$ cat src/rtl/host_uart_rx.sv
// ----------------------------------------------------------------------------
// host_uart_rx
//   8N1 serial receiver with a small byte FIFO and a load-session tracker.
//   The line is resynchronised, each frame is sampled mid-bit, and good bytes
//   are queued for a consumer. done_o reports whether a load session is still
//   in progress (bytes arriving or waiting in the FIFO).
//
// Parameters
//   CLKS_PER_BIT : clk_i cycles per serial bit (even, >= 4)
//   FIFO_DEPTH   : receive FIFO entries (power of two, >= 2)
//   IDLE_BITS    : bit-times of idle line that end a load session
//
// Ports
//   clk_i        in   single clock, rising edge
//   rst_i        in   synchronous reset, active low
//   rx_i         in   asynchronous serial line, idle high, LSB first
//   data_o       out  byte at FIFO head (0 while the FIFO is empty)
//   valid_o      out  FIFO not empty
//   ack_i        in   pop strobe, honoured only while valid_o = 1
//   done_o       out  1 = no load session in progress
//   frame_err_o  out  one-cycle pulse: stop bit sampled low
//   overrun_o    out  one-cycle pulse: good byte dropped on a full FIFO
// ----------------------------------------------------------------------------
module host_uart_rx #(
  parameter int unsigned CLKS_PER_BIT = 16,
  parameter int unsigned FIFO_DEPTH   = 4,
  parameter int unsigned IDLE_BITS    = 20
) (
  input  logic       clk_i,
  input  logic       rst_i,
  input  logic       rx_i,
  output logic [7:0] data_o,
  output logic       valid_o,
  input  logic       ack_i,
  output logic       done_o,
  output logic       frame_err_o,
  output logic       overrun_o
);

  localparam int unsigned CNT_W      = $clog2(CLKS_PER_BIT);
  localparam int unsigned PTR_W      = $clog2(FIFO_DEPTH);
  localparam int unsigned OCC_W      = PTR_W + 1;
  localparam int unsigned IDLE_LIMIT = IDLE_BITS * CLKS_PER_BIT;
  localparam int unsigned TMR_W      = $clog2(IDLE_LIMIT + 1);

  localparam logic [CNT_W-1:0] CNT_HALF = CNT_W'(CLKS_PER_BIT / 2 - 1);
  localparam logic [CNT_W-1:0] CNT_LAST = CNT_W'(CLKS_PER_BIT - 1);
  localparam logic [OCC_W-1:0] OCC_FULL = OCC_W'(FIFO_DEPTH);
  localparam logic [TMR_W-1:0] TMR_SAT  = TMR_W'(IDLE_LIMIT);

  typedef enum logic [1:0] {
    S_IDLE,
    S_START,
    S_DATA,
    S_STOP
  } state_e;

  // --------------------------------------------------------------------------
  // State
  // --------------------------------------------------------------------------
  logic             rx_meta_q, rx_sync_q;
  state_e           state_q, state_d;
  logic [CNT_W-1:0] cnt_q, cnt_d;
  logic [2:0]       idx_q, idx_d;
  logic [7:0]       shift_q, shift_d;
  logic [PTR_W-1:0] wr_ptr_q, wr_ptr_d;
  logic [PTR_W-1:0] rd_ptr_q, rd_ptr_d;
  logic [OCC_W-1:0] occ_q, occ_d;
  logic [TMR_W-1:0] timer_q, timer_d;
  logic             done_q, done_d;
  logic             frame_err_q, frame_err_d;
  logic             overrun_q, overrun_d;
  logic [7:0]       mem_q [FIFO_DEPTH];

  logic push_req;   // stop bit good: byte in shift_q wants to enter the FIFO
  logic start_ok;   // start bit confirmed at mid-bit
  logic pop;
  logic full;
  logic accept;     // push actually written into the FIFO

  // --------------------------------------------------------------------------
  // Receive FSM
  // --------------------------------------------------------------------------
  always_comb begin
    state_d     = state_q;
    cnt_d       = cnt_q + CNT_W'(1);
    idx_d       = idx_q;
    shift_d     = shift_q;
    push_req    = 1'b0;
    frame_err_d = 1'b0;
    start_ok    = 1'b0;

    unique case (state_q)
      S_IDLE: begin
        cnt_d = '0;
        if (!rx_sync_q) state_d = S_START;
      end
      S_START: begin
        // A low that has vanished by mid-bit is a glitch: drop it silently.
        if (cnt_q == CNT_HALF) begin
          cnt_d = '0;
          if (!rx_sync_q) begin
            state_d  = S_DATA;
            idx_d    = '0;
            start_ok = 1'b1;
          end else begin
            state_d = S_IDLE;
          end
        end
      end
      S_DATA: begin
        if (cnt_q == CNT_LAST) begin
          cnt_d          = '0;
          shift_d[idx_q] = rx_sync_q;
          idx_d          = idx_q + 3'd1;
          if (idx_q == 3'd7) state_d = S_STOP;
        end
      end
      S_STOP: begin
        // Return to IDLE on the sample cycle itself so a back-to-back start
        // edge is seen on the very next cycle.
        if (cnt_q == CNT_LAST) begin
          cnt_d   = '0;
          state_d = S_IDLE;
          if (rx_sync_q) push_req    = 1'b1;
          else           frame_err_d = 1'b1;
        end
      end
      default: state_d = S_IDLE;
    endcase
  end

  // --------------------------------------------------------------------------
  // FIFO control
  // --------------------------------------------------------------------------
  always_comb begin
    pop       = valid_o & ack_i;
    full      = (occ_q == OCC_FULL);
    // A pop in the same cycle frees the slot, so a full FIFO still accepts.
    accept    = push_req & (~full | pop);
    overrun_d = push_req & full & ~pop;

    wr_ptr_d  = accept ? wr_ptr_q + PTR_W'(1) : wr_ptr_q;
    rd_ptr_d  = pop    ? rd_ptr_q + PTR_W'(1) : rd_ptr_q;

    unique case ({accept, pop})
      2'b10:   occ_d = occ_q + OCC_W'(1);
      2'b01:   occ_d = occ_q - OCC_W'(1);
      default: occ_d = occ_q;
    endcase
  end

  // --------------------------------------------------------------------------
  // Idle timer and session flag
  // --------------------------------------------------------------------------
  always_comb begin
    timer_d = '0;
    if (state_q == S_IDLE && rx_sync_q) begin
      timer_d = (timer_q == TMR_SAT) ? timer_q : timer_q + TMR_W'(1);
    end

    done_d = done_q;
    if (start_ok) begin
      done_d = 1'b0;
    end else if (timer_q == TMR_SAT && occ_q == '0) begin
      done_d = 1'b1;
    end
  end

  // --------------------------------------------------------------------------
  // Registers
  // --------------------------------------------------------------------------
  // NOTE: sequential state uses non-blocking assignments only, so every flop
  // samples the pre-edge value of every other flop regardless of block order.
  always_ff @(posedge clk_i) begin
    if (!rst_i) begin
      rx_meta_q   <= 1'b1;
      rx_sync_q   <= 1'b1;
      state_q     <= S_IDLE;
      cnt_q       <= '0;
      idx_q       <= '0;
      shift_q     <= '0;
      wr_ptr_q    <= '0;
      rd_ptr_q    <= '0;
      occ_q       <= '0;
      timer_q     <= '0;
      done_q      <= 1'b1;
      frame_err_q <= 1'b0;
      overrun_q   <= 1'b0;
    end else begin
      rx_meta_q   <= rx_i;
      rx_sync_q   <= rx_meta_q;
      state_q     <= state_d;
      cnt_q       <= cnt_d;
      idx_q       <= idx_d;
      shift_q     <= shift_d;
      wr_ptr_q    <= wr_ptr_d;
      rd_ptr_q    <= rd_ptr_d;
      occ_q       <= occ_d;
      timer_q     <= timer_d;
      done_q      <= done_d;
      frame_err_q <= frame_err_d;
      overrun_q   <= overrun_d;
    end
  end

  // NOTE: the storage array has no reset; its contents are never visible
  // while occ_q = 0 because data_o is gated by valid_o below.
  always_ff @(posedge clk_i) begin
    if (accept) mem_q[wr_ptr_q] <= shift_q;
  end

  // --------------------------------------------------------------------------
  // Outputs
  // --------------------------------------------------------------------------
  assign valid_o     = (occ_q != '0);
  assign data_o      = valid_o ? mem_q[rd_ptr_q] : 8'h00;
  assign done_o      = done_q;
  assign frame_err_o = frame_err_q;
  assign overrun_o   = overrun_q;

endmodule

$ cat config.mk
export PLATFORM = sky130hd
export DESIGN_NAME = host_uart_rx
export DESIGN_NICKNAME = d
export VERILOG_FILES = /design/src/rtl/host_uart_rx.sv
export SDC_FILE = /design/constraint.sdc
export NUM_CORES = 1
export LEC_CHECK = 0
export BUFFER_PORTS_ARGS = -buffer_cell sky130_fd_sc_hd__buf_2
export CAP_MARGIN = 20
export CORE_MARGIN = 2
export CORE_UTILIZATION = 30
export CTS_BUF_LIST = sky130_fd_sc_hd__clkbuf_8
export DETAILED_ROUTE_END_ITERATION = 12
export PLACE_DENSITY = 0.45
export SLEW_MARGIN = 20
export SYNTH_ARGS = -nofsm -noshare
export SYNTH_HDL_FRONTEND = slang
export SYNTH_SLANG_ARGS = --single-unit
$ cat constraint.sdc
create_clock -name clk_i -period 6.13 [get_ports clk_i]
set_input_delay 1.839 -clock clk_i [delete_from_list [all_inputs] [get_ports clk_i]]
set_output_delay 1.839 -clock clk_i [all_outputs]
set_load 0.02 [all_outputs]
==> Word-level counts from Yosys, hierarchy flattened <==
Memory sizes are Yosys's and may differ from the RTL's. A register that Yosys moved wholly into a read port is not among the register bits.
Cells that the tools add are included.
Widths: inputs -> output; s select.
{ "op_classes": {"addsub": 7, "n_lt_le_gt_ge": 2, "n_eq_ne": 16, "mux": 31, "n_bitwise": 7, "n_reduce_logical": 15} }
{ "op_table": {"columns": ["operator", "count"], "rows": [
  ["$mux 2", 8],
  ["$ne 2x2->1 const B", 6],
  ["$pmux 3 s2", 2],
  ["$pmux 4 s3", 1],
  ["$mux 1", 11],
  ["$add 9x1->9 const B", 1],
  ["$eq 9x9->1 const B", 1],
  ["$mux 3", 3],
  ["$bwmux 8", 1],
  ["$mux 4", 2],
  ["$mux 8", 1],
  ["$pmux 2 s4", 1],
  ["$add 3x1->3 const B", 2],
  ["$eq 2x2->1 const B", 3],
  ["$eq 3x3->1 const B", 2],
  ["$reduce_bool 2->1", 3],
  ["$reduce_and 5->1", 1],
  ["$add 2x1->2 const B", 2],
  ["$add 4x1->4 const B", 1],
  ["$and 1x1->1", 4],
  ["$eq 2x1->1 const B", 2],
  ["$eq 4x3->1 const B", 1],
  ["$eq 4x4->1 const B", 1],
  ["$lt 3x4->1 const B", 1],
  ["13 further kinds", 17]
]} }
{ "totals": {"ff_bits": 38, "ramBits": 32, "input_bits": 4, "elab_cells": 92, "mem_count": 1} }
{ "mem_list": {"columns": ["name", "words", "width", "read_ports", "rd_clocked_by_memory_dff", "wr", "line", "source"], "rows": [
  ["mem_q", 4, 8, 1, 1, 1, "73", "logic [7:0] mem_q [FIFO_DEPTH];"]
]} }

==> Logic depth before layout (Yosys ltp) <==
{ "depth": {"depth_word": 6, "ltp_mapped": 8, "depth_no_buf": 8} }

==> Worst setup path after synthesis <==
No wires, ideal clock.
{ "synth_path": {"path_kind": "input port to flip-flop", "startpoint": "input ack_i", "endpoint": "register occ_q[2]", "setup_time_ns": 0.106, "t_arrival_ns": 3.205, "path_slack_ns": 2.819, "stages": 6, "path_buffers": 1, "path_cell_list": "clkbuf_1 > nand3_1 > fa_1 > nor4_1 > a41oi_1 > o311ai_0"} }
{ "synth_via": {"elab_chain_cells": 5, "word_cells_on_any_way": 7, "classes_between": "eq/ne (2); mux (1); bitwise (3); reduce/logical (1)"} }
{ "synth_lines": {"columns": ["element", "line", "source"], "rows": [
  ["start, declared", "34", "input logic ack_i,"],
  ["$and 1x1->1 (*)", "137", "pop = valid_o & ack_i;"],
  ["$or 1x1->1", "140", "accept = push_req & (~full | pop);"],
  ["$and 1x1->1", "140", null],
  ["$eq 2x1->1 / $eq 2x2->1 (equally long branches)", "146", "unique case ({accept, pop})"],
  ["$pmux 3 s2 / $reduce_bool 2->1 (equally long branches)", null, null],
  ["end signal, assigned", "185", "occ_q <= '0;"],
  ["end signal, assigned", "199", "occ_q <= occ_d;"],
  ["end, declared", "68", "logic [OCC_W-1:0] occ_q, occ_d;"]
]} }
Mark *: on every way between the ends. The rest lies on a longest branch, timed or not.
A chain may end at the register's enable or synchronous reset.

==> results.txt <==
CP arrival: 1.89 ns
Worst hold-check path type: reg -> reg
Ys flop type: dfxtp_1
Static leakage: 0.00132 uW
Hold endpoint: rx_sync_q
Hold_buf cts: 0
Core area: 10,200 sq um
CTS resizes: 0
Vias: 1,880
Setup TNS: 0 ns
Busiest grt layer: met2
N_diodes: 0
Clk pin slew, worst setup/hold paths: 0.08 ns
Slew @ Worst Pin: 0.529 ns
Initial antenna violation count: 0
Largest net degree at the start of global routing: 25
Post-Syn Instances: 257
Area contributors post-synth: edfxtp_1, dfxtp_1, mux4_2, ha_1, mux2i_1
Die width: 106 um
Mapped Area: 3110 sq um
Total CTS buffers: 9
Drt total wl: 5320 um
Tot GR Track Use: 0.105
DRT antenna net count: 0
Most common cell after layout, fill and taps aside: dfxtp_1
Worst Skew: 0.0124 ns
Post-route DRC: 0
Highest ir drop seen on vdd: 128 uV
Area leader, netlist: edfxtp_1
Type of origin of the critical path: flop
Die height: 106 um
Setup CP Type: reg -> out
Routed WL per cell: 13.0 um
Share of the synthesized area in the top cell type: 0.309
Share of cells above drive strength 1: 0.168
Max cap viols: 0
Final #Nets: 282
Mean Syn Cell Area: 12.1 sq um
Ys Warns: 0
Initial Utilization: 0.306
Reg-to-reg critical path endpoint: occ_q[2]
Dpl hpwl: 3690 um
Netlist cell types: 49
Final hold vios: 0
Maximum clock insertion buffer count: 2
# clock sinks: 72
Fill count: 1,049
1st-pass router iterations: 4
Leading cell types in the layout, fill and taps excluded: dfxtp_1, edfxtp_1, nor2_1
Synthesis-to-layout area growth: 11.0%
#FFs+latches synth: 72
Die area: 11,200 sq um
Setup Viol. Count Final: 0
FP Rows: 37
Post-synth ARST share: 0
First-pass GRT wire length: 8980 um
Synth Net Count: 271
Remaining Overflow, GRT: 0
Worst hold start: rx_meta_q
Number of flops mapped to enable cells by yosys: 32
Htree depth: 3
CP Capture Type: output pin
GR Util met3: 0.0334
Fmax: 0.268 GHz
Global routing usage on met1: 0.135
Slew margin rel.: 0.647
CTS root buf: clkbuf_8
RSZ-0062 raised after global routing: false
PortBufs: 15
Worst-skew pair later-pin latency: 0.35 ns
Worst Path Required: 4.29 ns
Outcome: finished clean
Post-Route Utilization: 0.339
Pwr Density: 251 nW/um^2
I/O Pins: 16
R2R Setup Slk: 3.69 ns
Hold path depth: 1
Worst Reg-to-Reg Cells: 8
Postcts setup bufs: 0
CP Max Fanout: 8
Crit share post-route: 0.609
Final min period: 3.73 ns
DR iter-0 viols: 56
Final Slew Violations: 0
Seq/Total Area, Yosys: 0.566
Gpl congestion: 0.704
WHS: 0.412 ns
DR vias/cell: 4.60
Vias in the first global route: 1,817
GR Util met2: 0.160
CTS tree: done
R2R Path Start: cnt_q[0]
[through the flow]
| stage | total power [uW] | std cells | instance area [sq um] | setup slack, ns |
|---|---|---|---|---|
| after detailed placement | 531 | 393 | 3270 | 2.70 |
| after global routing | 905 | 409 | 3460 | 2.25 |
| after floorplan | 526 | 257 | 3110 | 2.82 |
| final | 868 | 409 | 3460 | 2.40 |
| after CTS | 887 | 409 | 3460 | 2.32 |
| after global placement | 530 | 393 | 3270 | 2.73 |
[power by group]
part / switching, uW / total [uW] / internal [uW]
registers: 3.64 / 503 / 499
logic: 10.5 / 16.5 / 6.05
clock network: 195 / 349 / 154
[layer usage]
layer | routed length, um | part of all wire | vias up
met5 | 0 | 0 | -
met4 | 86 | 0.016 | 0
met3 | 244 | 0.046 | 8
met2 | 2490 | 0.47 | 27
met1 | 2500 | 0.47 | 896
li1 | - | - | 949
[how the worst max path moves through the flow]
stage,startpoint,endpoint
2_1_floorplan,ack_i,occ_q[2]
3_3_place_gp,flop,data_o[2]
3_5_place_dp,ack_i,occ_q[2]
4_1_cts,flop,data_o[2]
5_1_grt,flop,data_o[0]
6_report,flop,data_o[2]
[flip-flops by register name, summed over array words and instances, names as in the netlist, named ones only]
| signal | cells |
|---|---|
| done_o | 1 |
| cnt_q | 4 |
| idx_q | 3 |
| rd_ptr_q | 2 |
| occ_q | 3 |
| mem_q | 32 |
| timer_q | 9 |
| overrun_o | 1 |
| rx_sync_q | 1 |
| rx_meta_q | 1 |
| wr_ptr_q | 2 |
| frame_err_o | 1 |
| state_q | 1 |
| shift_q | 8 |
[synth_stat cells (2+ instances only)]
library cell	n
a21oi_1	3
edfxtp_1	32
buf_4	3
nor2b_1	2
nand2b_1	4
a211oi_1	2
dfxtp_1	40
o21bai_1	2
buf_2	2
nand3_1	10
clkbuf_1	8
xnor2_1	6
mux4_2	8
buf_6	2
nor3b_2	2
and3_1	2
nor4_1	2
nand4_1	3
nor4b_1	2
xor2_1	6
ha_1	9
nand2_1	17
nor2_1	25
nand4b_1	3
mux2i_1	10
inv_1	9
a22oi_1	2
o211ai_1	3
o21ai_0	4
or3_1	4
and2_1	12
[logic make-up after synthesis]
logic type,synth area share
compound gates,0.0579
mux,0.0900
simple gates,0.171
xor+xnor,0.0337
flops,0.566
buf+inv,0.0394
fa+ha+maj,0.0426
[critical path: stages (launching register included)]
cell and delay [ns]:
dfxtp_1 0.66, mux4_2 0.58, and2_1 0.16, buf_2 0.15
[cell type report]
cell class,instances,area [sq um],share of cell area
Sequential cell,72,1760,0.510
Multi-Input combinational cell,160,1230,0.356
Tap cell,136,170,0.0492
Clock buffer,9,124,0.0358
Timing Repair Buffer,15,75.1,0.0217
Clock inverter,7,58.8,0.0170
Inverter,10,37.5,0.0109
Power figures use the tool's default switching activity.
